### src/rtl/completion_scheduler_if.sv
// Dispatch, finish and commit signals of the completion scheduler.
// The scheduler uses the slave modport; the pipeline driving it uses master.
interface completion_scheduler_if #(
    parameter int unsigned DEPTH = 8,
    parameter int unsigned PTR_W = 3,
    parameter int unsigned REG_W = 5
);
    logic              flush;
    logic              alloc_en_A;
    logic              alloc_en_B;
    logic              alloc_wr_A;
    logic              alloc_wr_B;
    logic [REG_W-1:0]  alloc_rd_A;
    logic [REG_W-1:0]  alloc_rd_B;
    logic              alloc_ready;
    logic [PTR_W-1:0]  alloc_tag_A;
    logic [PTR_W-1:0]  alloc_tag_B;
    logic              fin_en_A;
    logic [PTR_W-1:0]  fin_tag_A;
    logic              fin_en_B;
    logic [PTR_W-1:0]  fin_tag_B;
    logic              update_en_A;
    logic [REG_W-1:0]  update_addr_A;
    logic              update_en_B;
    logic [REG_W-1:0]  update_addr_B;
    logic [PTR_W:0]    count;
    logic              empty;
    logic              full;

    modport slave (
        input  flush,
        input  alloc_en_A, alloc_en_B, alloc_wr_A, alloc_wr_B, alloc_rd_A, alloc_rd_B,
        output alloc_ready, alloc_tag_A, alloc_tag_B,
        input  fin_en_A, fin_tag_A, fin_en_B, fin_tag_B,
        output update_en_A, update_addr_A, update_en_B, update_addr_B,
        output count, empty, full
    );

    modport master (
        output flush,
        output alloc_en_A, alloc_en_B, alloc_wr_A, alloc_wr_B, alloc_rd_A, alloc_rd_B,
        input  alloc_ready, alloc_tag_A, alloc_tag_B,
        output fin_en_A, fin_tag_A, fin_en_B, fin_tag_B,
        input  update_en_A, update_addr_A, update_en_B, update_addr_B,
        input  count, empty, full
    );
endinterface

### src/rtl/completion_scheduler.sv
// In-order completion scheduler: circular buffer of in-flight instructions,
// out-of-order finish marking, in-order retirement of up to two per cycle and
// registered commit (update) signals towards the architectural register file.
module completion_scheduler #(
    parameter int unsigned DEPTH = 8,
    parameter int unsigned PTR_W = 3,
    parameter int unsigned REG_W = 5
) (
    input  logic                    clk,
    input  logic                    rst_n,
    completion_scheduler_if.slave   bus
);
    localparam int unsigned CntW = PTR_W + 1;

    // Buffer state
    logic [PTR_W-1:0] r_head;
    logic [PTR_W-1:0] r_tail;
    logic [CntW-1:0]  r_count;
    logic [DEPTH-1:0] r_valid;
    logic [DEPTH-1:0] r_done;
    logic [DEPTH-1:0] r_wr;
    logic [REG_W-1:0] r_rd [DEPTH];

    // Registered commit outputs
    logic             r_upd_en_a;
    logic             r_upd_en_b;
    logic [REG_W-1:0] r_upd_addr_a;
    logic [REG_W-1:0] r_upd_addr_b;

    logic             w_clear;
    logic             w_ready;
    logic             w_acc_a;
    logic             w_acc_b;
    logic [PTR_W-1:0] w_tag_a;
    logic [PTR_W-1:0] w_tag_b;
    logic [PTR_W-1:0] w_head1;
    logic             w_ret_a;
    logic             w_ret_b;
    logic             w_same_rd;
    logic             w_commit_a;
    logic             w_commit_b;
    logic [CntW-1:0]  w_n_alloc;
    logic [CntW-1:0]  w_n_ret;

    // Allocation acceptance, tag assignment and retire decision
    always_comb begin
        w_clear    = !rst_n || bus.flush;
        // Space check uses the pre-retire count; same-cycle retires do not help
        w_ready    = (r_count <= CntW'(DEPTH - 2));
        w_acc_a    = bus.alloc_en_A & w_ready;
        w_acc_b    = bus.alloc_en_B & w_ready;
        w_tag_a    = r_tail;
        w_tag_b    = bus.alloc_en_A ? r_tail + PTR_W'(1) : r_tail;
        w_head1    = r_head + PTR_W'(1);
        w_ret_a    = r_valid[r_head] & r_done[r_head];
        // Two writers to the same register must commit in separate cycles
        w_same_rd  = r_wr[r_head] & r_wr[w_head1] & (r_rd[r_head] == r_rd[w_head1]);
        w_ret_b    = w_ret_a & r_valid[w_head1] & r_done[w_head1] & ~w_same_rd;
        w_commit_a = w_ret_a & r_wr[r_head];
        w_commit_b = w_ret_b & r_wr[w_head1];
        w_n_alloc  = CntW'(w_acc_a) + CntW'(w_acc_b);
        w_n_ret    = CntW'(w_ret_a) + CntW'(w_ret_b);
    end

    // Pointer, count and per-entry state update
    always_ff @(posedge clk) begin
        if (w_clear) begin
            r_head  <= '0;
            r_tail  <= '0;
            r_count <= '0;
            r_valid <= '0;
            r_done  <= '0;
        end else begin
            // Finish marks only live entries; a late report for a freed tag is dropped
            if (bus.fin_en_A && r_valid[bus.fin_tag_A]) begin
                r_done[bus.fin_tag_A] <= 1'b1;
            end
            if (bus.fin_en_B && r_valid[bus.fin_tag_B]) begin
                r_done[bus.fin_tag_B] <= 1'b1;
            end
            if (w_ret_a) begin
                r_valid[r_head] <= 1'b0;
                r_done[r_head]  <= 1'b0;
            end
            if (w_ret_b) begin
                r_valid[w_head1] <= 1'b0;
                r_done[w_head1]  <= 1'b0;
            end
            // Allocated slots are free, so they never collide with retiring ones
            if (w_acc_a) begin
                r_valid[w_tag_a] <= 1'b1;
                r_done[w_tag_a]  <= 1'b0;
                r_wr[w_tag_a]    <= bus.alloc_wr_A;
                r_rd[w_tag_a]    <= bus.alloc_rd_A;
            end
            if (w_acc_b) begin
                r_valid[w_tag_b] <= 1'b1;
                r_done[w_tag_b]  <= 1'b0;
                r_wr[w_tag_b]    <= bus.alloc_wr_B;
                r_rd[w_tag_b]    <= bus.alloc_rd_B;
            end
            r_head  <= r_head + PTR_W'(w_n_ret);
            r_tail  <= r_tail + PTR_W'(w_n_alloc);
            r_count <= r_count + w_n_alloc - w_n_ret;
        end
    end

    // Commit outputs, one cycle after the retire decision
    always_ff @(posedge clk) begin
        if (w_clear) begin
            r_upd_en_a   <= 1'b0;
            r_upd_en_b   <= 1'b0;
            r_upd_addr_a <= '0;
            r_upd_addr_b <= '0;
        end else begin
            r_upd_en_a   <= w_commit_a;
            r_upd_en_b   <= w_commit_b;
            r_upd_addr_a <= w_commit_a ? r_rd[r_head] : '0;
            r_upd_addr_b <= w_commit_b ? r_rd[w_head1] : '0;
        end
    end

    assign bus.alloc_ready   = w_ready;
    assign bus.alloc_tag_A   = w_tag_a;
    assign bus.alloc_tag_B   = w_tag_b;
    assign bus.update_en_A   = r_upd_en_a;
    assign bus.update_addr_A = r_upd_addr_a;
    assign bus.update_en_B   = r_upd_en_b;
    assign bus.update_addr_B = r_upd_addr_b;
    assign bus.count         = r_count;
    assign bus.empty         = (r_count == '0);
    assign bus.full          = (r_count == CntW'(DEPTH));
endmodule

### src/flat_wrapper.sv
// flat-port wrapper written by rule: the top's interface ports become plain ports
module completion_scheduler_flat 
#(
    parameter int unsigned DEPTH = 8,
    parameter int unsigned PTR_W = 3,
    parameter int unsigned REG_W = 5
)
  (clk, rst_n, bus_flush, bus_alloc_en_A, bus_alloc_en_B, bus_alloc_wr_A, bus_alloc_wr_B, bus_alloc_rd_A, bus_alloc_rd_B, bus_alloc_ready, bus_alloc_tag_A, bus_alloc_tag_B, bus_fin_en_A, bus_fin_tag_A, bus_fin_en_B, bus_fin_tag_B, bus_update_en_A, bus_update_addr_A, bus_update_en_B, bus_update_addr_B, bus_count, bus_empty, bus_full);
  completion_scheduler_if #(.DEPTH(DEPTH), .PTR_W(PTR_W), .REG_W(REG_W)) bus_i ();
  input  logic clk;
  input  logic rst_n;
  input wire logic [$bits(bus_i.flush)-1:0] bus_flush;
  input wire logic [$bits(bus_i.alloc_en_A)-1:0] bus_alloc_en_A;
  input wire logic [$bits(bus_i.alloc_en_B)-1:0] bus_alloc_en_B;
  input wire logic [$bits(bus_i.alloc_wr_A)-1:0] bus_alloc_wr_A;
  input wire logic [$bits(bus_i.alloc_wr_B)-1:0] bus_alloc_wr_B;
  input wire logic [$bits(bus_i.alloc_rd_A)-1:0] bus_alloc_rd_A;
  input wire logic [$bits(bus_i.alloc_rd_B)-1:0] bus_alloc_rd_B;
  output wire logic [$bits(bus_i.alloc_ready)-1:0] bus_alloc_ready;
  output wire logic [$bits(bus_i.alloc_tag_A)-1:0] bus_alloc_tag_A;
  output wire logic [$bits(bus_i.alloc_tag_B)-1:0] bus_alloc_tag_B;
  input wire logic [$bits(bus_i.fin_en_A)-1:0] bus_fin_en_A;
  input wire logic [$bits(bus_i.fin_tag_A)-1:0] bus_fin_tag_A;
  input wire logic [$bits(bus_i.fin_en_B)-1:0] bus_fin_en_B;
  input wire logic [$bits(bus_i.fin_tag_B)-1:0] bus_fin_tag_B;
  output wire logic [$bits(bus_i.update_en_A)-1:0] bus_update_en_A;
  output wire logic [$bits(bus_i.update_addr_A)-1:0] bus_update_addr_A;
  output wire logic [$bits(bus_i.update_en_B)-1:0] bus_update_en_B;
  output wire logic [$bits(bus_i.update_addr_B)-1:0] bus_update_addr_B;
  output wire logic [$bits(bus_i.count)-1:0] bus_count;
  output wire logic [$bits(bus_i.empty)-1:0] bus_empty;
  output wire logic [$bits(bus_i.full)-1:0] bus_full;
  assign bus_i.flush = bus_flush;
  assign bus_i.alloc_en_A = bus_alloc_en_A;
  assign bus_i.alloc_en_B = bus_alloc_en_B;
  assign bus_i.alloc_wr_A = bus_alloc_wr_A;
  assign bus_i.alloc_wr_B = bus_alloc_wr_B;
  assign bus_i.alloc_rd_A = bus_alloc_rd_A;
  assign bus_i.alloc_rd_B = bus_alloc_rd_B;
  assign bus_alloc_ready = bus_i.alloc_ready;
  assign bus_alloc_tag_A = bus_i.alloc_tag_A;
  assign bus_alloc_tag_B = bus_i.alloc_tag_B;
  assign bus_i.fin_en_A = bus_fin_en_A;
  assign bus_i.fin_tag_A = bus_fin_tag_A;
  assign bus_i.fin_en_B = bus_fin_en_B;
  assign bus_i.fin_tag_B = bus_fin_tag_B;
  assign bus_update_en_A = bus_i.update_en_A;
  assign bus_update_addr_A = bus_i.update_addr_A;
  assign bus_update_en_B = bus_i.update_en_B;
  assign bus_update_addr_B = bus_i.update_addr_B;
  assign bus_count = bus_i.count;
  assign bus_empty = bus_i.empty;
  assign bus_full = bus_i.full;
  completion_scheduler #(.DEPTH(DEPTH), .PTR_W(PTR_W), .REG_W(REG_W)) u_core (.clk(clk), .rst_n(rst_n), .bus(bus_i));
endmodule
### config.mk
export PLATFORM = sky130hd
export DESIGN_NAME = completion_scheduler_flat
export DESIGN_NICKNAME = d
export VERILOG_FILES = /design/src/rtl/completion_scheduler_if.sv /design/src/rtl/completion_scheduler.sv /design/src/flat_wrapper.sv
export SDC_FILE = /design/constraint.sdc
export NUM_CORES = 1
export LEC_CHECK = 0
export ABC_CLOCK_PERIOD_IN_PS = 5250
export BUFFER_PORTS_ARGS = -buffer_cell sky130_fd_sc_hd__buf_2
export CAP_MARGIN = 20
export CORE_MARGIN = 2
export CORE_UTILIZATION = 45
export CTS_CLUSTER_DIAMETER = 60
export DETAILED_ROUTE_END_ITERATION = 10
export PLACE_DENSITY = 0.67
export SLEW_MARGIN = 40
export SYNTH_ARGS = -nofsm -noshare
export SYNTH_HDL_FRONTEND = slang
export SYNTH_SLANG_ARGS = --single-unit
export TNS_END_PERCENT = 5
### constraint.sdc
create_clock -name clk -period 5.25 [get_ports clk]
set_input_delay 1.05 -clock clk [delete_from_list [all_inputs] [get_ports clk]]
set_output_delay 1.05 -clock clk [all_outputs]
set_load 0.05 [all_outputs]
==> reports/results.tsv, run 1 <==
metric	value	unit
CTS sink count	86	
Worst slew margin	0.508	
core area	0.0114	mm2
initial antenna violation count	0	
PnR Total Power	1710	uW
Initial Utilization	0.461	
worst path cell trace	buf_4, mux4_2, mux2i_1, xor2_1, or3_1, or3_4, and3_1, ha_1, fa_1, inv_1, ha_1, a21o_1, a21oi_1, xnor2_1, nor2_1	
Crit path top cell by count	ha_1	
gr ovfl total	0	
largest net degree at the start of global routing	45	
RSZ-0062 raised after global routing	no	
Setup crit start	u_core.r_head[0]	
TritonCTS Buffers	9	
hpwl dp	9.93	mm
chip height	112	um
synth warn	0	
fin nets	565	
gpl congestion	0.944	
Final TNS setup	0	ns
setup violators final	0	
Max Clock Skew	0.00683	ns
Post-CTS Resized	0	
Routed Antenna Nets	0	
Post-synth EDFFs	48	
post-CTS setup buffer count	0	
Buf+Inv Stages, Crit Path	2	
placed insts	655	
required time of the worst setup path	5.46	ns
ant diodes	0	
Critical Path Start Type	register	
number of top-level pins	50	
critical path's slowest cell	mux4_2	
leakage power total	0.00218	uW
CP delay by family, top	adder cells	
synthesized cell area	0.00526	mm2
PortBufs	49	
crit path kind	register to register	
die width	112	um
Crit. End Element	register	
Clock Tree Buf Depth	2	
layout cells sized above 1	0.282	
Max Slew Vio Count	0	
largest stage delay on the critical path	0.57	ns
vias per inst	6.05	
All-Layer GR Usage	0.213	
Seq/Total Area, Yosys	0.418	
Clk pin slew, worst setup/hold paths	0.06	ns
via count	4057	
area of the die	0.0126	mm2
post-synthesis to final-layout area growth	12.7	%
MaxCap Viol Count	0	
first-pass GRT wire length	20.9	mm
Fmax	224	MHz
Pre-antenna DRT Iters	5	
crit path time final	4.47	ns
non-filler instance count after layout	671	
Iter 0 DRT Violations	301	
Routed Wire Length	13.1	mm
post-synthesis cell type count	61	
worst min path class	register to register	
Power Density	288	mW/mm2
per-cell routed wire length	19.6	um
Root Driver	clkbuf_16	
Hold Fails Final Rpt	0	
Worst Tran Pin Value	0.735	ns
Crit Path Max Fanout	44	
vias in the first global route	3868	
Critical Path End	u_core.bus.count[3]	
Async S/R FF share, synth	0	
Crit path depth	15	
run status	complete, no violations	
Synthesized Nets	518	
CTS tree	built	
final worst-path cycle share	0.851	
cells after synthesis	476	
FF-to-FF setup slack	0.78	ns
clock latency on the worst-skew pair	0.34	ns
r2r endpoint	u_core.bus.count[3]	
H-tree depth	3	
worst IR drop on VDD	0.154	mV
prevailing post-synth register cell	edfxtp_1	
row count	39	
Synth Area per Inst	11.1	um2
Yosys reg bits	86	
FF-to-FF path depth	15	
CTS Hold Bufs	0	
drt drc	0	
reg2reg start	u_core.r_head[0]	
CP arrival	4.67	ns
## per-stage QoR
stage / cell area, um2 / utilization / hold slack (ns) / setup WS [ns]
floorplan: 5260 / - / 0.458 / 1.06
global placement: 5630 / 0.493 / 0.487 / 0.905
detailed placement: 5630 / 0.493 / 0.502 / 0.812
CTS: 5920 / 0.519 / 0.511 / 0.802
global route: 5930 / 0.519 / 0.540 / 0.530
finish: 5930 / 0.519 / 0.526 / 0.785
## layer usage
layer | track usage | wire length, um
met1 | 0.302 | 5880
met2 | 0.332 | 6180
met5 | 0 | 0
met3 | 0.0362 | 884
met4 | 0.0715 | 189
## where the power goes
part | total (uW) | switching [uW] | internal [uW]
clock | 624 | 271 | 354
combinational | 330 | 217 | 113
sequential | 756 | 19.6 | 736
## state kept, by name, summed over array words and instances, names as in the netlist, 3 cells and up
register and count:
u_core.bus.update_addr_B 5, u_core.r_wr 8, u_core.r_head 3, u_core.r_rd 40, u_core.bus.count 4, u_core.bus.alloc_tag_A 3
u_core.bus.update_addr_A 5, u_core.r_done 8, u_core.r_valid 8
## cells in the final DEF, fill, tap and decap left out, types with 2 or more instances in the layout
master,instances
a21oi_1,14
a21oi_2,2
a221oi_1,2
a41o_1,3
and2_1,9
and3_1,8
and4_1,2
buf_2,49
buf_4,9
clkbuf_16,10
dfxtp_1,37
edfxtp_1,48
fa_1,4
ha_1,13
inv_1,23
mux2_2,44
mux2i_1,37
mux4_2,18
nand2_1,38
nand2b_1,9
nand3_1,10
nand3b_1,2
nand4_1,4
nor2_1,45
nor3_1,12
nor4_1,2
o21ai_0,11
o221ai_1,2
o22ai_1,6
o31ai_1,2
o32ai_1,3
or3_1,6
xnor2_1,7
xor2_1,4
## worst min-delay path, cell delays in order, from the launching register on
cell	delay, ns
dfxtp_1	0.34
inv_1	0.06
o31ai_1	0.07
## cell type report
class / instances / area (um2)
clock buffer: 12 / 259
clock inverter: 4 / 30.0
fill: 1019 / 5490
inverter: 24 / 90.1
multi-input combinational: 344 / 2860
sequential: 86 / 2200
tap: 143 / 179
timing repair buffer: 58 / 313
## Yosys cell counts (2+ instances only)
| master | count | area share |
|---|---|---|
| nor4_1 | 2 | 0.0024 |
| ha_1 | 13 | 0.031 |
| a41o_1 | 3 | 0.0057 |
| xnor2_1 | 7 | 0.012 |
| dfxtp_1 | 38 | 0.14 |
| fa_1 | 4 | 0.015 |
| and4_1 | 2 | 0.0033 |
| o32ai_1 | 3 | 0.0050 |
| a221oi_1 | 2 | 0.0033 |
| xor2_1 | 4 | 0.0067 |
| a21oi_1 | 16 | 0.015 |
| and2_1 | 9 | 0.011 |
| mux4_2 | 18 | 0.077 |
| mux2_2 | 44 | 0.094 |
| o21ai_0 | 11 | 0.010 |
| edfxtp_1 | 48 | 0.27 |
| buf_4 | 4 | 0.0057 |
| nand2_1 | 38 | 0.027 |
| o22ai_1 | 6 | 0.0071 |
| mux2i_1 | 37 | 0.070 |
| and3_1 | 8 | 0.0095 |
| o31ai_1 | 2 | 0.0029 |
| inv_1 | 23 | 0.016 |
| nor2_1 | 45 | 0.032 |
| or3_1 | 6 | 0.0071 |
| nand2b_1 | 9 | 0.011 |
| nand3b_1 | 2 | 0.0029 |
| clkbuf_1 | 10 | 0.0071 |
| buf_2 | 5 | 0.0048 |
| nand3_1 | 10 | 0.0095 |
| nand4_1 | 4 | 0.0048 |
| nor3_1 | 13 | 0.012 |
| o221ai_1 | 2 | 0.0033 |
## worst min path at each step
stage | from | endpoint | slack (ns) | depth (start not counted)
after global placement | u_core.r_valid[5] | u_core.r_valid[5] | 0.49 | 2
after floorplan | u_core.r_valid[2] | u_core.r_valid[2] | 0.46 | 2
final | u_core.r_valid[5] | u_core.r_valid[5] | 0.53 | 2
after detailed placement | u_core.r_valid[2] | u_core.r_valid[2] | 0.50 | 2
after CTS | u_core.r_valid[2] | u_core.r_valid[2] | 0.51 | 2
after global routing | u_core.r_valid[2] | u_core.r_valid[2] | 0.54 | 2
## logic make-up after synthesis
logic type,synth area share
multiplexers,0.242
AO/OA/AOI/OAI,0.0825
buffers and inverters,0.0414
adder cells (fa/ha/maj),0.0461
AND/OR/NAND/NOR,0.146
flip-flops,0.418
XOR/XNOR,0.0245
No activity file was read; power rests on OpenSTA's default activity.
==> run 2: changes to the inputs <==
- ABC_AREA: not set -> 1
==> reports/results.tsv, run 2 <==
metric	value	unit	change
run status	complete, no violations		
commonest non-fill, non-tap cells in the layout	440 x nand2_1, 104 x inv_1, 96 x nor2_1		
Max Clock Skew	0.00912	ns	+0.00229 ns
Crit Path Max Fanout	56		+27%
Worst slew margin	0.511		+0.00261
vias in the first global route	5181		+34%
CP arrival	4.82	ns	+0.15 ns
Placed Area	0.00636	mm2	+13%
Crit. End Element	register		
Final TNS setup	0	ns	unchanged
Clock Tree Buf Depth	2		unchanged
RSZ-0062 raised after global routing	no		
met1 usage	0.359		+0.0566
ant diodes	0		unchanged
CTS sink count	86		unchanged
TritonCTS Buffers	9		unchanged
core area	0.0131	mm2	+15%
gr ovfl total	0		unchanged
post-synthesis cell type count	32		-48%
Root Driver	clkbuf_16		
CTS Hold Bufs	0		unchanged
hpwl dp	12.3	mm	+24%
top-count cell post-synth	nand2_1		
Max Slew Vio Count	0		unchanged
initial antenna violation count	0		unchanged
number of top-level pins	50		unchanged
required time of the worst setup path	5.54	ns	+0.08 ns
CTS tree	built		
Post-CTS Resized	0		unchanged
fin nets	1033		+83%
H-tree depth	3		unchanged
Clk pin slew, worst setup/hold paths	0.07	ns	about the same
gpl congestion	0.882		-6.7%
die width	120	um	+6.8%
setup violators final	0		unchanged
cell area after layout	0.00664	mm2	+12%
PnR Total Power	1630	uW	-4.9%
area of the die	0.0143	mm2	+14%
Synthesized Nets	1003		+94%
vias per inst	5.00		-17%
post-synthesis to final-layout area growth	10.1	%	
Setup crit start	u_core.r_head[0]		
Post-synth EDFFs	48		unchanged
commonest cells in the synthesized netlist	440 x nand2_1, 104 x inv_1, 97 x nor2_1, 64 x o21ai_0, 48 x edfxtp_1		
Iter 0 DRT Violations	521		+73%
MaxCap Viol Count	0		unchanged
synthesized cell area	0.00603	mm2	+15%
Power Density	245	mW/mm2	-15%
Initial Utilization	0.459		-0.00221
Routed Antenna Nets	0		unchanged
post-CTS setup buffer count	0		unchanged
synth warn	0		unchanged
reg2reg start	u_core.r_head[0]		
Seq/Total Area, Yosys	0.365		-0.0530
gr busiest metal	met1		
prevailing post-synth register cell	edfxtp_1		
met3 GRT Util	0.0371		+0.000895
layout cells sized above 1	0.0823		-0.200
final worst-path cycle share	0.863		+0.0125
Synth top area share	0.274		about the same
PortBufs	49		unchanged
placed insts	1156		+76%
Hold Crit Start	u_core.r_valid[1]		
Reg with most FFs	u_core.r_rd		
cells after synthesis	961		+100%
chip height	120	um	+6.8%
Yosys top cell by area	nand2_1		
Synth Area per Inst	6.27	um2	-43%
crit path kind	register to register		
Critical Path Start Type	register		
Fmax	221	MHz	-1.4%
clock latency on the worst-skew pair	0.36	ns	+0.02 ns
worst IR drop on VDD	0.185	mV	+20%
most common cell after layout, fill and taps aside	nand2_1		
max reg flops	40		unchanged
Area contributors post-synth	nand2_1 27%, edfxtp_1 24%, dfxtp_1 13%		
largest net degree at the start of global routing	57		+27%
via count	5860		+44%
drt drc	0		unchanged
Async S/R FF share, synth	0		unchanged
worst min path class	register to register		
Worst Tran Pin Value	0.733	ns	-0.00205 ns
first-pass GRT wire length	26.8	mm	+28%
Routed Wire Length	16.2	mm	+23%
Yosys reg bits	86		unchanged
row count	42		+7.7%
Hold Fails Final Rpt	0		unchanged
crit path time final	4.53	ns	+0.0655 ns
non-filler instance count after layout	1172		+75%
Pre-antenna DRT Iters	5		unchanged
per-cell routed wire length	13.8	um	-29%
leakage power total	0.00346	uW	+59%
All-Layer GR Usage	0.238		+0.0258
met2 usage in global routing	0.350		+0.0175
-- run 2: cell count changes after synthesis, moves of 10 or more --
cell      before  now
nand3_1       10   42
nor2_1        45   97
mux2i_1       37    0
mux4_2        18    0
nand2_1       38  440
mux2_2        44    0
o21ai_0       11   64
clkinv_1       0   10
inv_1         23  104
-- run 2: cell families after synthesis --
logic type	synth area share
AOI/OAI and AO/OA	0.0843
xor gates and xnor gates	0.00582
adders and majority gates	0.0403
buffers and inverters	0.102
DFF	0.365
and+or+nand+nor	0.402
-- run 2: area by class of cell --
type	count	area (um2)
clock buffer	9	225
clock inverter	7	50.0
fill	1397	6500
inverter	116	437
multi-input combinational	723	3210
sequential	86	2200
tap	176	220
timing repair buffer	55	290
-- run 2: worst paths after layout --
check | endpoint | slack [ns] | depth (start not counted)
setup / recovery | u_core.bus.count[3] | 0.72 | 22
hold / removal | u_core.r_valid[1] | 0.58 | 4
setup reg to reg | u_core.bus.count[3] | 0.72 | 22
hold reg to reg | u_core.r_valid[1] | 0.58 | 4
-- run 2: critical path: stages, from the launching register on --
cell and delay (ns):
dfxtp_2 0.74, clkinv_2 0.76, nand2_1 0.21, nand2_1 0.11, nand2_1 0.07, nand2_1 0.05
nand2_1 0.05, nand2_1 0.10, nand2_1 0.08, nand2_1 0.05, nor2_1 0.12, nand3_2 0.24
nand2_1 0.14, inv_1 0.05, ha_1 0.22, fa_1 0.54, inv_1 0.05, ha_1 0.28
nand2_1 0.06, nor2_1 0.04, a211oi_1 0.22, o21ai_0 0.11, a21oi_1 0.12
-- run 2: metrics by stage --
| stage | setup WS [ns] | hold slack [ns] | util |
|---|---|---|---|
| 6_report | 0.719 | 0.584 | 0.505 |
| 5_1_grt | 0.143 | 0.611 | 0.505 |
| 4_1_cts | 0.881 | 0.587 | 0.505 |
| 3_5_place_dp | 0.906 | 0.578 | 0.484 |
| 3_3_place_gp | 0.974 | 0.562 | 0.484 |
| 2_1_floorplan | 1.27 | 0.531 | - |
-- run 2: power by group --
group          switching, uW  internal (uW)
Clock                    279            321
Combinational            198           79.9
Sequential              16.6            732
-- run 2: per-layer routing --
| layer | wire length, um | vias to the layer above |
|---|---|---|
| li1 | - | 3059 |
| met1 | 7990 | 2576 |
| met2 | 6740 | 205 |
| met3 | 1140 | 20 |
| met4 | 329 | 0 |
| met5 | 0 | - |
==> run 3: changes to the inputs <==
- BUFFER_PORTS_ARGS: -buffer_cell sky130_fd_sc_hd__buf_2 -> -buffer_cell sky130_fd_sc_hd__buf_4
==> reports/results.tsv, run 3 (same netlist as run 2, synthesis figures left out) <==
metric	value	unit	change
Critical Path Start Type	register		
ant diodes	0		unchanged
Worst Tran Pin Value	0.725	ns	-0.00828 ns
non-filler instance count after layout	1171		-0.085%
gr ovfl total	0		unchanged
clock latency on the worst-skew pair	0.35	ns	about the same
gpl congestion	0.942		+6.9%
drt drc	0		unchanged
Iter 0 DRT Violations	518		-0.58%
Clk pin slew, worst setup/hold paths	0.06	ns	about the same
Buf+Inv Stages, Crit Path	3		unchanged
run status	complete, no violations		
FF-to-FF path depth	20		-9.1%
worst path cell trace	clkinv_2, o21ai_0, nand2_1, nand2_1, nor2_1, nand2_1, nand2_1, nor2_1, nand3_2, nand2_1, inv_1, ha_1, fa_1, inv_1, ha_1, nand2_1, nor2_1, a211oi_1, o21ai_0, a21oi_1		
core area	0.0131	mm2	unchanged
Crit. End Element	register		
Worst slew margin	0.516		+0.00553
CP arrival	4.63	ns	-0.19 ns
hpwl dp	12.4	mm	+0.45%
leakage power total	0.00349	uW	+0.89%
via count	5852		-0.14%
die width	120	um	unchanged
FF-to-FF setup slack	0.90	ns	+0.18 ns
Hold Path Depth	4		unchanged
Hold Crit Start	u_core.r_valid[1]		
worst min path class	register to register		
post-CTS setup buffer count	0		unchanged
chip height	120	um	unchanged
crit path time final	4.35	ns	-0.183 ns
Root Driver	clkbuf_16		
final worst-path cycle share	0.828		-0.0349
post-synthesis to final-layout area growth	12.4	%	
CTS sink count	86		unchanged
row count	42		unchanged
Initial Utilization	0.459		unchanged
worst hold endpoint	u_core.r_valid[1]		
RSZ-0062 raised after global routing	no		
Post-CTS Resized	0		unchanged
critical path's slowest cell	clkinv_2		
Max Slew Vio Count	0		unchanged
fin nets	1033		unchanged
All-Layer GR Usage	0.239		+0.000561
layout cells sized above 1	0.0824		+0.0000827
Max Clock Skew	0.00868	ns	-0.000437 ns
area of the die	0.0143	mm2	unchanged
TritonCTS Buffers	9		unchanged
Reg with most FFs	u_core.r_rd		
required time of the worst setup path	5.53	ns	about the same
largest stage delay on the critical path	0.68	ns	-0.08 ns
r2r endpoint	u_core.bus.count[3]		
Crit Path Max Fanout	56		unchanged
worst IR drop on VDD	0.193	mV	+3.9%
Final TNS setup	0	ns	unchanged
largest net degree at the start of global routing	63		+11%
Pre-antenna DRT Iters	5		unchanged
most common cell after layout, fill and taps aside	nand2_1		
Routed Antenna Nets	0		unchanged
per-cell routed wire length	13.9	um	+0.84%
CP delay by family, top	adder cells		
first-pass GRT wire length	26.7	mm	-0.26%
MaxCap Viol Count	0		unchanged
H-tree depth	3		unchanged
CTS tree	built		
Power Density	248	mW/mm2	+1.0%
placed insts	1156		unchanged
vias per inst	5.00		about the same
Hold Fails Final Rpt	0		unchanged
vias in the first global route	5167		-0.27%
max reg flops	40		unchanged
reg2reg start	u_core.r_head[0]		
setup violators final	0		unchanged
commonest non-fill, non-tap cells in the layout	440 x nand2_1, 104 x inv_1, 96 x nor2_1		
Clock Tree Buf Depth	2		unchanged
CTS Hold Bufs	0		unchanged
PortBufs	49		unchanged
initial antenna violation count	0		unchanged
crit path kind	register to register		
Crit path top cell by count	nand2_1		
PnR Total Power	1680	uW	+3.1%
number of top-level pins	50		unchanged
Routed Wire Length	16.3	mm	+0.75%
Fmax	230	MHz	+4.2%
-- run 3: changes by cell type in the layout (fill, tap and decap cells not counted) --
cell,before,now
buf_4,6,55
clkinv_2,1,2
clkinv_1,12,11
inv_6,1,0
clkinv_4,3,2
buf_2,49,0
bufinv_16,0,1
-- run 3: how the worst max path moves through the flow --
stage | startpoint | end | slack [ns] | cells past startpoint
CTS | u_core.r_head[0] | u_core.bus.count[3] | 0.95 | 23
global placement | u_core.r_head[0] | u_core.bus.count[3] | 1.08 | 23
floorplan | u_core.bus.count[3] | u_core.bus.count[3] | 1.27 | 17
detailed placement | u_core.r_head[0] | u_core.bus.count[3] | 0.98 | 23
finish | u_core.r_head[0] | u_core.bus.count[3] | 0.90 | 20
global route | u_core.r_head[0] | u_core.bus.count[3] | 0.40 | 22
-- run 3: area by class of cell --
type / count / area [um2]
clock inverter: 6 / 63.8
fill: 1371 / 6360
timing repair buffer: 55 / 413
tap: 176 / 220
multi-input combinational: 723 / 3210
sequential: 86 / 2200
clock buffer: 9 / 225
inverter: 116 / 437
-- run 3: worst reg2reg max path, cell delays in order, from the launching register on --
cell	delay (ns)
dfxtp_2	0.58
clkinv_2	0.69
o21ai_0	0.45
nand2_1	0.12
nand2_1	0.08
nor2_1	0.05
nand2_1	0.05
nand2_1	0.05
nor2_1	0.13
nand3_2	0.23
nand2_1	0.14
inv_1	0.05
ha_1	0.22
fa_1	0.55
inv_1	0.06
ha_1	0.28
nand2_1	0.06
nor2_1	0.04
a211oi_1	0.22
o21ai_0	0.11
a21oi_1	0.14
-- run 3: stage by stage --
stage | setup slack [ns] | hold slack, ns | utilization | cell area, um2
floorplan | 1.27 | 0.531 | - | 6030
global placement | 1.08 | 0.555 | 0.493 | 6480
detailed placement | 0.981 | 0.562 | 0.493 | 6480
CTS | 0.947 | 0.572 | 0.515 | 6770
global route | 0.403 | 0.614 | 0.516 | 6770
finish | 0.903 | 0.569 | 0.516 | 6770
-- run 3: per-layer routing --
layer	routed length, um	GRT usage	vias up	share of wire
met2	6740	0.341	171	0.41
met4	343	0.0757	0	0.021
met3	956	0.0475	21	0.059
met5	0	0	-	0
li1	-	-	3049	-
met1	8280	0.361	2611	0.51
-- run 3: report_power, final --
group	switching (uW)	internal (uW)	total (uW)
registers	16.5	732	748
logic	195	93.2	288
clock network	275	365	640
